## src/rtl/mul_trace_writer.sv

```systemverilog
// Stands in for a CPU core on the data-memory write bus: emits one framed trace of a
// 16x16 shift-add multiply (begin, A, B, 16 partial products, end) to the test port.
module mul_trace_writer #(
    parameter logic [29:0] TEST_PORT  = 30'h10,
    parameter logic [31:0] BEGIN_SYM  = 32'h00000168,
    parameter logic [31:0] END_SYM    = 32'hFFFFFD5D,
    parameter int          GAP_CYCLES = 1
) (
    input  logic        clk,
    input  logic        rst,
    input  logic        start,
    input  logic [15:0] op_a,
    input  logic [15:0] op_b,
    input  logic        stall,
    output logic [29:0] addr,
    output logic [31:0] data,
    output logic        wen,
    output logic        busy,
    output logic        done,
    output logic [4:0]  wr_count
);

    typedef enum logic [1:0] {IDLE, WRITE, GAP, DONE} state_t;

    localparam logic [3:0] GAP_LOAD = 4'(GAP_CYCLES - 1);

    state_t      state;
    logic [15:0] a_reg;
    logic [15:0] b_reg;
    logic [31:0] r_reg;
    logic [4:0]  idx;
    logic [3:0]  gap_cnt;

    logic [4:0]  idx_inc;
    logic [3:0]  bit_sel;
    logic [32:0] r_sum;
    logic [31:0] r_next;
    logic [31:0] next_word;

    function automatic logic [31:0] swap(input logic [31:0] w);
        return {w[7:0], w[15:8], w[23:16], w[31:24]};
    endfunction

    // Completing write idx (2..17) folds in multiplier bit idx-2; the 33-bit sum keeps the carry.
    always_comb begin
        idx_inc = idx + 5'd1;
        bit_sel = idx[3:0] - 4'd2;
        r_sum   = {1'b0, r_reg} + (b_reg[bit_sel] ? {1'b0, a_reg, 16'h0000} : 33'd0);
        r_next  = r_sum[32:1];
        case (idx_inc)
            5'd1:    next_word = {16'h0000, a_reg};
            5'd2:    next_word = {16'h0000, b_reg};
            5'd19:   next_word = END_SYM;
            5'd0:    next_word = BEGIN_SYM;
            default: next_word = r_reg;
        endcase
    end

    always_ff @(posedge clk) begin
        if (rst) begin
            state    <= IDLE;
            a_reg    <= '0;
            b_reg    <= '0;
            r_reg    <= '0;
            idx      <= '0;
            gap_cnt  <= '0;
            addr     <= '0;
            data     <= '0;
            wen      <= 1'b0;
            busy     <= 1'b0;
            done     <= 1'b0;
            wr_count <= '0;
        end else begin
            case (state)
                IDLE, DONE: begin
                    if (start) begin
                        state    <= WRITE;
                        a_reg    <= op_a;
                        b_reg    <= op_b;
                        r_reg    <= '0;
                        idx      <= '0;
                        addr     <= TEST_PORT;
                        data     <= swap(BEGIN_SYM);
                        wen      <= 1'b1;
                        busy     <= 1'b1;
                        done     <= 1'b0;
                        wr_count <= '0;
                    end
                end
                WRITE: begin
                    if (!stall) begin
                        wen <= 1'b0;
                        if (wr_count != 5'd20)
                            wr_count <= wr_count + 5'd1;
                        if (idx >= 5'd2 && idx <= 5'd17)
                            r_reg <= r_next;
                        if (idx < 5'd19) begin
                            state   <= GAP;
                            gap_cnt <= GAP_LOAD;
                        end else begin
                            state <= DONE;
                            done  <= 1'b1;
                            busy  <= 1'b0;
                        end
                    end
                end
                GAP: begin
                    if (gap_cnt == 4'd0) begin
                        state <= WRITE;
                        idx   <= idx_inc;
                        data  <= swap(next_word);
                        wen   <= 1'b1;
                    end else begin
                        gap_cnt <= gap_cnt - 4'd1;
                    end
                end
                default: state <= IDLE;
            endcase
        end
    end

endmodule

```

## config.mk

```make
export PLATFORM = sky130hd
export DESIGN_NAME = mul_trace_writer
export DESIGN_NICKNAME = d
export VERILOG_FILES = /design/src/rtl/mul_trace_writer.sv
export SDC_FILE = /design/constraint.sdc
export NUM_CORES = 1
export LEC_CHECK = 0
export ABC_CLOCK_PERIOD_IN_PS = 10000
export CAP_MARGIN = 5
export CORE_UTILIZATION = 50
export CTS_BUF_LIST = sky130_fd_sc_hd__clkbuf_4
export DETAILED_ROUTE_END_ITERATION = 10
export HOLD_SLACK_MARGIN = 0.15
export PLACE_DENSITY_LB_ADDON = 0.15
export SYNTH_ARGS = -nofsm -noshare
export SYNTH_HDL_FRONTEND = slang
export SYNTH_SLANG_ARGS = --single-unit
```

## constraint.sdc

```tcl
create_clock -name clk -period 10 [get_ports clk]
set_clock_uncertainty 0.1 [all_clocks]
set_input_delay 1 -clock clk [delete_from_list [all_inputs] [get_ports clk]]
set_output_delay 1 -clock clk [all_outputs]
set_load 0.02 [all_outputs]
```

==> run_results.csv <==
group,metric,value,unit
final_layout,seqCellArea,2320,µm²
floorplan,die_w,113,µm
synth,synth_edf_count,0,
synth,ys_seq_area_share,37.6,%
final_layout,syn2layout_area_growth,14.8,%
cts,cts_buffers,17,
placed_design,port-buffer-count,76,
floorplan,design.portCount,106,
power,ir_drop,0.122,mV
timing,layout_worst_path_cycle_share,45.2,%
synth,yosys_register_bits,116,
timing,report.final.slew_viol_count,0,
synth,synth.lib_cells_used.distinct,57,
worst_setup_path,rr_startpoint,"idx[1]",
final_layout,multi_input_comb_area,3450,µm²
placed_design,final_gp_congestion,0.891,
floorplan,initial_utilization,51.4,%
worst_setup_path,worst_r2r_endpoint,"r_reg[30]",
worst_setup_path,startpoint,"idx[1]",
cts,clock-root-buffer,"clkbuf_4",
timing,grt_setup_unrepaired,"false",
min_path,worst_hold_startpoint,"busy",
floorplan,die_y,113,µm
drt,via_count,5254,
synth,largest_family_of_logic_cells_by_synthesized_area,"compound AO/OA/AOI/OAI gates",
synth,postSynthCellCount,713,
cts,ctsHoldBuffers,0,
floorplan,placement_row_count,40,
worst_setup_path,timing.setup.critical_path_class,"reg -> reg",
floorplan,core_region_area,12000,µm²
timing,min_period,4.52,ns
min_path,worst_hold_path.endpoint,"busy",
synth,synthesis.area,6170,µm²
worst_setup_path,setup.worst_path.end_class,"register",
placed_design,detailedPlacementHpwl,10900,µm
timing,hold_viol,0,
timing,timing.final.ws_setup,5.48,ns
synth,yosys.area_share.xor_xnor,2.98,%
synth,async_flop_share,0,%
synth,synth-simple-area-share,19.4,%
synth,synth.area.mux_share,2.43,%
final_layout,final_layout_size_suffix_gt1_share,9.32,%
drt,drtPass1Iterations,5,
drt,final_antenna_net_count,0,
placed_design,placement.setup.worst_slack,5.54,ns
cts,postCtsSetupBuffers,0,
final_layout,n_antenna_cell,0,
global_routing,number_of_antenna_violations_at_the_first_check_in_global_routing,0,
timing,worst_slew_pin_slew,1.24,ns
min_path,hold_path_depth,2,
synth,synth_compound_area_share,22.9,%
cts,htree_levels,4,
timing,relSlewSlack,17.1,%
drt,drt-wirelength-per-cell,16.1,µm
final_layout,nNetsFinal,837,
floorplan,floorplan.die_area,12800,µm²
drt,drc_errors_left,0,
cts,clk-insertion-delay-late,0.55,ns
worst_setup_path,crit_path_dat,4.87,ns
final_layout,final.fill_count,1117,
final_layout,layout_commonest_cell,"dfxtp_1",
synth,synth.avg_cell_area,8.65,µm²
final_layout,final_cell_mix,"dfxtp_1 (116), nand2_1 (95), nor2_1 (84)",
run,timing.max_cap.violations,0,
worst_setup_path,worstPathMaxFanout,16,
cts,post_cts.resized_instances,0,
timing,fmax,221,MHz
cts,cts_tree,"yes",
power,power-per-cell-area,172,nW/µm²
power,cellLeakagePower,2.74,nW
drt,dr.first_iter.drc_count,297,
global_routing,track_usage,24.5,%
global_routing,vias_in_the_first_global_route,4944,
worst_setup_path,reg2reg_depth,14,
timing,totalNegativeSetupSlack,0,ns
worst_setup_path,crit_start_category,"register",
global_routing,grt_overflow_total,0,
timing,number_of_setup_violations_in_the_final_report,0,
drt,wire_length_after_detailed_routing,15000,µm
cts,cts.clk_slew.worst_paths,0.12,ns
cts,cts-root-to-sink-buffers,2,
global_routing,global_route_wire_length_before_repair,24500,µm
synth,yosys_warnings,0,
cts,cts_sinks,116,
global_routing,grt_start_max_net_pins,94,
worst_setup_path,rrSetupSlack,5.48,ns
synth,postSynth.topFlopCell,"dfxtp_1",
synth,arithmetic_cell_share_of_the_synthesized_area_counting_full_adders_half_adders_and_majority_gates,6.41,%
min_path,min_path_type,"reg -> reg",
drt,avgViaCountPerCell,5.65,
status,status,"finished clean",
worst_setup_path,critPathRequiredTime,10.34,ns
-- cell type report --
class	count	area share (%)
well taps	147	2.60
repair buffers	80	11.1
clock buffers	17	1.80
inverters	17	0.900
clock inverters	15	2.21
multi-input cells	538	48.6
flip-flops and latches	116	32.8
-- synth_stat cells (13+ instances only) --
cell type / instances / share of area, %
a21oi_1: 59 / 4.8
a221oi_1: 18 / 2.6
a22oi_1: 24 / 2.9
buf_4: 31 / 3.8
clkbuf_1: 23 / 1.4
dfxtp_1: 116 / 38
ha_1: 30 / 6.1
inv_1: 17 / 1.0
nand2_1: 95 / 5.8
nor2_1: 84 / 5.1
nor2b_1: 13 / 1.3
nor3_1: 15 / 1.2
o21ai_0: 14 / 1.1
-- worst max path at each step --
stage	end	depth (start not counted)
2_1_floorplan	r_reg[31]	16
3_3_place_gp	r_reg[30]	14
3_5_place_dp	r_reg[30]	14
4_1_cts	r_reg[30]	14
5_1_grt	r_reg[30]	14
6_report	r_reg[30]	14
-- critical path, stage by stage, from the launching register on --
cell	delay, ns
dfxtp_1	0.47
inv_1	0.19
ha_1	0.41
mux4_2	0.51
mux2_2	0.31
a21oi_4	0.46
nand2b_1	0.23
inv_1	0.06
ha_1	0.29
a211oi_1	0.30
o21bai_1	0.19
o2111ai_1	0.36
a21oi_1	0.14
mux2i_1	0.14
a211o_1	0.26
-- through the flow --
| step | cell area, µm² | power [mW] | util [%] | hold slack [ns] | std cells |
|---|---|---|---|---|---|
| 3_3_place_gp | 6800 | 0.878 | 56.6 | 0.342 | 898 |
| 6_report | 7090 | 1.22 | 59.0 | 0.367 | 930 |
| 4_1_cts | 7090 | 1.23 | 59.0 | 0.367 | 930 |
| 5_1_grt | 7090 | 1.29 | 59.0 | 0.392 | 930 |
| 2_1_floorplan | 6280 | 0.789 | - | 0.344 | 741 |
| 3_5_place_dp | 6800 | 0.887 | 56.6 | 0.348 | 898 |
-- layer usage --
layer  global-route usage, %  part of all wire, %  up-vias
met5                       0                    0        -
met4                    9.30                  2.0        0
met3                    5.57                  4.4       23
met2                    38.0                   46      160
met1                    33.3                   48     2473
li1                        -                    -     2598
-- logic make-up after synthesis --
group / count (synthesis)
DFF: 116
and+or+nand+nor: 260
AOI/OAI and AO/OA: 188
adders and majority gates: 31
xor gates and xnor gates: 21
other: 1
buffers and inverters: 87
muxes: 9
-- power by group --
part | switching (mW) | internal, mW
combinational | 0.219 | 0.118
sequential | 0.0380 | 0.503
clock | 0.195 | 0.149
(Power assumes the default switching activity.)
